**config.mk**
```make
export PLATFORM = sky130hd
export DESIGN_NAME = mips_instr_encoder
export DESIGN_NICKNAME = d
export VERILOG_FILES = /design/src/rtl/mips_instr_encoder.sv
export SDC_FILE = /design/constraint.sdc
export NUM_CORES = 1
export LEC_CHECK = 0
export ABC_AREA = 1
export BUFFER_PORTS_ARGS = -buffer_cell sky130_fd_sc_hd__buf_4
export CAP_MARGIN = 20
export CORE_MARGIN = 2
export CORE_UTILIZATION = 30
export CTS_CLUSTER_DIAMETER = 100
export CTS_CLUSTER_SIZE = 30
export DETAILED_ROUTE_END_ITERATION = 10
export SLEW_MARGIN = 0
export SYNTH_ARGS = -nofsm -noshare
export SYNTH_HDL_FRONTEND = slang
export SYNTH_SLANG_ARGS = --single-unit
```
**constraint.sdc**
```tcl
create_clock -name clk -period 3.7 [get_ports clk]
set_input_delay 0.185 -clock clk [delete_from_list [all_inputs] [get_ports clk]]
set_output_delay 0.185 -clock clk [all_outputs]
set_load 0.01 [all_outputs]
```
**src/rtl/mips_instr_encoder.sv**
```systemverilog
// Encodes symbolic MIPS requests (add/sub/and/or/slt/lw/sw/beq) into 32-bit words
// and streams them out through a small valid/ready FIFO.
module mips_instr_encoder #(
  parameter int unsigned DEPTH = 4,
  parameter int unsigned CNT_W = 16
) (
  input  logic             clk,
  input  logic             rst_n,
  input  logic             in_valid,
  output logic             in_ready,
  input  logic [3:0]       in_op,
  input  logic [4:0]       in_rs,
  input  logic [4:0]       in_rt,
  input  logic [4:0]       in_rd,
  input  logic [15:0]      in_imm,
  output logic             out_valid,
  input  logic             out_ready,
  output logic [31:0]      out_instr,
  output logic             err,
  output logic [CNT_W-1:0] emit_cnt
);

  localparam int unsigned PtrW = (DEPTH > 1) ? $clog2(DEPTH) : 1;
  localparam int unsigned OccW = PtrW + 1;
  localparam logic [OccW-1:0] DepthOcc = OccW'(DEPTH);

  localparam logic [3:0] OpAdd = 4'd0;
  localparam logic [3:0] OpSub = 4'd1;
  localparam logic [3:0] OpAnd = 4'd2;
  localparam logic [3:0] OpOr  = 4'd3;
  localparam logic [3:0] OpSlt = 4'd4;
  localparam logic [3:0] OpLw  = 4'd5;
  localparam logic [3:0] OpSw  = 4'd6;
  localparam logic [3:0] OpBeq = 4'd7;

  logic [31:0]      mem_q [DEPTH];
  logic [PtrW-1:0]  wr_ptr_q, wr_ptr_d;
  logic [PtrW-1:0]  rd_ptr_q, rd_ptr_d;
  logic [OccW-1:0]  occ_q, occ_d;
  logic [31:0]      head_q, head_d;
  logic             err_q, err_d;
  logic [CNT_W-1:0] emit_cnt_q, emit_cnt_d;

  logic [31:0] enc_word;
  logic        enc_legal;
  logic        accept, push, pop;

  always_comb begin
    enc_word  = 32'h0;
    enc_legal = 1'b1;
    case (in_op)
      OpAdd:   enc_word = {6'h00, in_rs, in_rt, in_rd, 5'd0, 6'h20};
      OpSub:   enc_word = {6'h00, in_rs, in_rt, in_rd, 5'd0, 6'h22};
      OpAnd:   enc_word = {6'h00, in_rs, in_rt, in_rd, 5'd0, 6'h24};
      OpOr:    enc_word = {6'h00, in_rs, in_rt, in_rd, 5'd0, 6'h25};
      OpSlt:   enc_word = {6'h00, in_rs, in_rt, in_rd, 5'd0, 6'h2A};
      OpLw:    enc_word = {6'h23, in_rs, in_rt, in_imm};
      OpSw:    enc_word = {6'h2B, in_rs, in_rt, in_imm};
      OpBeq:   enc_word = {6'h04, in_rs, in_rt, in_imm};
      default: enc_legal = 1'b0;
    endcase
  end

  // in_ready depends only on registered occupancy, never on out_ready.
  assign in_ready  = (occ_q != DepthOcc);
  assign out_valid = (occ_q != '0);
  assign accept    = in_valid && in_ready;
  assign push      = accept && enc_legal;
  assign pop       = out_valid && out_ready;

  always_comb begin
    wr_ptr_d   = wr_ptr_q;
    rd_ptr_d   = rd_ptr_q;
    occ_d      = occ_q;
    head_d     = head_q;
    err_d      = err_q;
    emit_cnt_d = emit_cnt_q;

    if (push) begin
      wr_ptr_d = wr_ptr_q + PtrW'(1);
    end
    if (pop) begin
      rd_ptr_d   = rd_ptr_q + PtrW'(1);
      emit_cnt_d = emit_cnt_q + CNT_W'(1);
    end
    case ({push, pop})
      2'b10:   occ_d = occ_q + OccW'(1);
      2'b01:   occ_d = occ_q - OccW'(1);
      default: occ_d = occ_q;
    endcase
    if (accept && !enc_legal) begin
      err_d = 1'b1;
    end

    // The head register tracks the next word to present; it holds its last value once empty.
    if (pop && occ_q > OccW'(1)) begin
      head_d = mem_q[rd_ptr_q + PtrW'(1)];
    end else if (push && (occ_q == '0 || (pop && occ_q == OccW'(1)))) begin
      head_d = enc_word;
    end
  end

  always_ff @(posedge clk) begin
    if (push) begin
      mem_q[wr_ptr_q] <= enc_word;
    end
  end

  always_ff @(posedge clk or negedge rst_n) begin
    if (!rst_n) begin
      wr_ptr_q   <= '0;
      rd_ptr_q   <= '0;
      occ_q      <= '0;
      head_q     <= '0;
      err_q      <= 1'b0;
      emit_cnt_q <= '0;
    end else begin
      wr_ptr_q   <= wr_ptr_d;
      rd_ptr_q   <= rd_ptr_d;
      occ_q      <= occ_d;
      head_q     <= head_d;
      err_q      <= err_d;
      emit_cnt_q <= emit_cnt_d;
    end
  end

  assign out_instr = head_q;
  assign err       = err_q;
  assign emit_cnt  = emit_cnt_q;

endmodule

```
==> out/metrics.cfg <==
[outcome]
status=finished clean

[critical_path]
r2r-end=out_instr[16]
cpLargestDelayFamily=simple AND/OR/NAND/NOR gates
critPathBufInv=3
ff2ff_path_depth=10
critPathSlowestCell=nand2_2
worstSetupPathType=register to register
cp.arrival_ns=2.68
regToRegStartpoint=occ_q[0]
slowest_delay_ns=0.43
critPathCaptureType=register
worst-path-max-fanout=31
start_kind=register
cp-startpoint=occ_q[0]
crit_cells=10
path_cells=inv_1, ha_1, nand2_2, nand3_2, inv_2, nand2_2, nand2_4, inv_4, nand2_1, nand3_1
crit_end=out_instr[16]
cp_data_required_time_ns=4.01
r2r_slack_ns=1.34
worst_path_most_repeated_cell=nand2_2

[global_routing]
grt_overflow=0
grt_pass1_wl_mm=28.0
grt_usage_pct=14.3
grt_pass1_vias=5106
grt_max_degree=54
antenna_found_initial=0

[cts]
clock-root-buffer=clkbuf_16
cts_buffer_depth=2
clk_latency_ns=0.44
clkTransAtPathRegs_ns=0.07
clock-sinks=169
cts_max_level=4
cts_tree=built
cts_setup_buffers=0
numCtsBuffers=17

[yosys]
synth_edf_count=116
syn-num-nets=789
synth_area_leaders=edfxtp_1 47%, dfrtp_1 18%, nand2_1 14%, nand3_1 3.2%, inv_1 2.9%
async_flop_share_pct=31.4
synth_most_common_cell=nand2_1
ys_warn_count=0
synth_cell_type_count=30
synth_ff_type=edfxtp_1
yosysTopAreaCellShare_pct=47.1
syn_avg_cell_area_um2=10.0
ys_ff_latch=169
syn_area_um2=7400
synthTopCellsByCount=284 x nand2_1, 116 x edfxtp_1, 58 x inv_1
synth_top_area_cell=edfxtp_1
synth_cells=740
synth-seq-area-share_pct=65.0

[min_path]
hold_path_depth=2
hold_class=input port to register

[die]
die_w_um=161
fp-row-count=57
core_area_um2=24200
dieHeight_um=161
dieArea_um2=25900
start_util_pct=30.5
io_pins=90

[timing]
relSlewSlack_pct=34.8
slew_viol_final=0
report.final.hold_viol_count=0
rsz0062_at_grt=no
period_share_pct=63.9
fmax_mhz=423
worstMarginPinSlew_ns=0.976
finalSetupViolations=0
clock_skew_ns=0.0108
period_needed_ns=2.36
tns_ns=0
setup_slack_ns=1.34

[finish]
nets=878
design_area_um2=8970
area_delta_synth_final_pct=21.3
post-route-util_pct=37.0
fillers=2464
final_cell_count_no_fill=1166
drive_above_1_share_pct=17.7
antenna_cells=0

[routing]
wl_per_cell_um=15.4
first_pass_iters=6
drt_wl_total_mm=17.9
drc_errors=0
ant_nets=0
drtIter0Drc=370
vias_per_cell=4.48
vias=5223

[placed_design]
placed_cell_area_um2=8370
place.gp.congestion=0.731
dp_slack_ns=1.33
dp_cells=1133
hpwl_mm=11.0
io_buffers=88

[pwr]
ir_worst_vdd_mv=0.374
p_per_area_nw_per_um2=746
p_leak_nw=3.94

[flow_run]
maxCapViolations=0

## registers in the layout, indices dropped and copies added, names as in the netlist
name / count
mem_q: 116
out_instr: 29
emit_cnt: 16
occ_q: 3
rd_ptr_q: 2
wr_ptr_q: 2
err: 1
## layout by cell type, fill, tap and decap left out, types with 6 or more instances in the layout
master	Yosys	final
ha_1	10	10
nor2_1	54	50
o21ai_0	33	33
xnor2_1	6	6
nand2_1	284	284
xor2_1	7	7
nand4_1	13	13
clkbuf_16	0	17
a21oi_1	6	6
dfrtp_1	53	53
inv_1	58	58
buf_4	5	95
edfxtp_1	116	116
nand3_1	47	47
## area by class of cell
cell class	count	area, µm²	share of cell area [%]
Sequential cell	169	4810	53.6
Tap cell	324	405	4.52
Clock buffer	18	439	4.89
Multi-Input combinational cell	481	2200	24.5
Clock inverter	14	156	1.74
Timing Repair Buffer	96	723	8.06
Inverter	64	243	2.70
## worst min-delay path by stage
stage | to | start
2_1_floorplan | emit_cnt[0] | rst_n
5_1_grt | err | in_valid
4_1_cts | err | in_valid
3_5_place_dp | emit_cnt[14] | rst_n
3_3_place_gp | emit_cnt[14] | rst_n
6_report | err | in_valid
## per-stage QoR
step	total power, mW	hold WS (ns)
finish	6.70	0.0208
CTS	6.76	0.00998
global placement	4.95	0.320
detailed placement	4.98	0.333
global route	7.17	0.00689
floorplan	4.14	-0.111
## routing by layer
layer | vias up | GRT usage (%) | share of wire, %
met5 | - | 0 | 0
met1 | 2493 | 19.0 | 46
met4 | 0 | 4.38 | 1.4
met3 | 17 | 4.11 | 6.5
met2 | 133 | 22.8 | 46
li1 | 2580 | - | -
## repair_timing
item | in CTS | in global routing
hold buffers | 1 | 0
hold endpoints to repair | 53 | 0
endpoints found under the setup margin | 0 | 0
gates resized for setup | 0 | 0
## kinds of logic (layout without fill, tap and decap cells)
logic type	after synthesis	after routing	synth area share, %
AO/OA/AOI/OAI	44	44	3.18
XOR/XNOR	13	13	1.54
adder cells (fa/ha/maj)	10	10	1.69
buffers and inverters	90	192	5.46
flip-flops	169	169	65.0
other	1	1	0.0507
AND/OR/NAND/NOR	413	413	23.1
## power by group
part | switching [mW] | internal, mW | leakage, nW
clock network | 0.807 | 0.973 | 0.290
registers | 0.250 | 2.41 | 1.71
logic | 1.45 | 0.813 | 1.95
(Power assumes the default switching activity.)
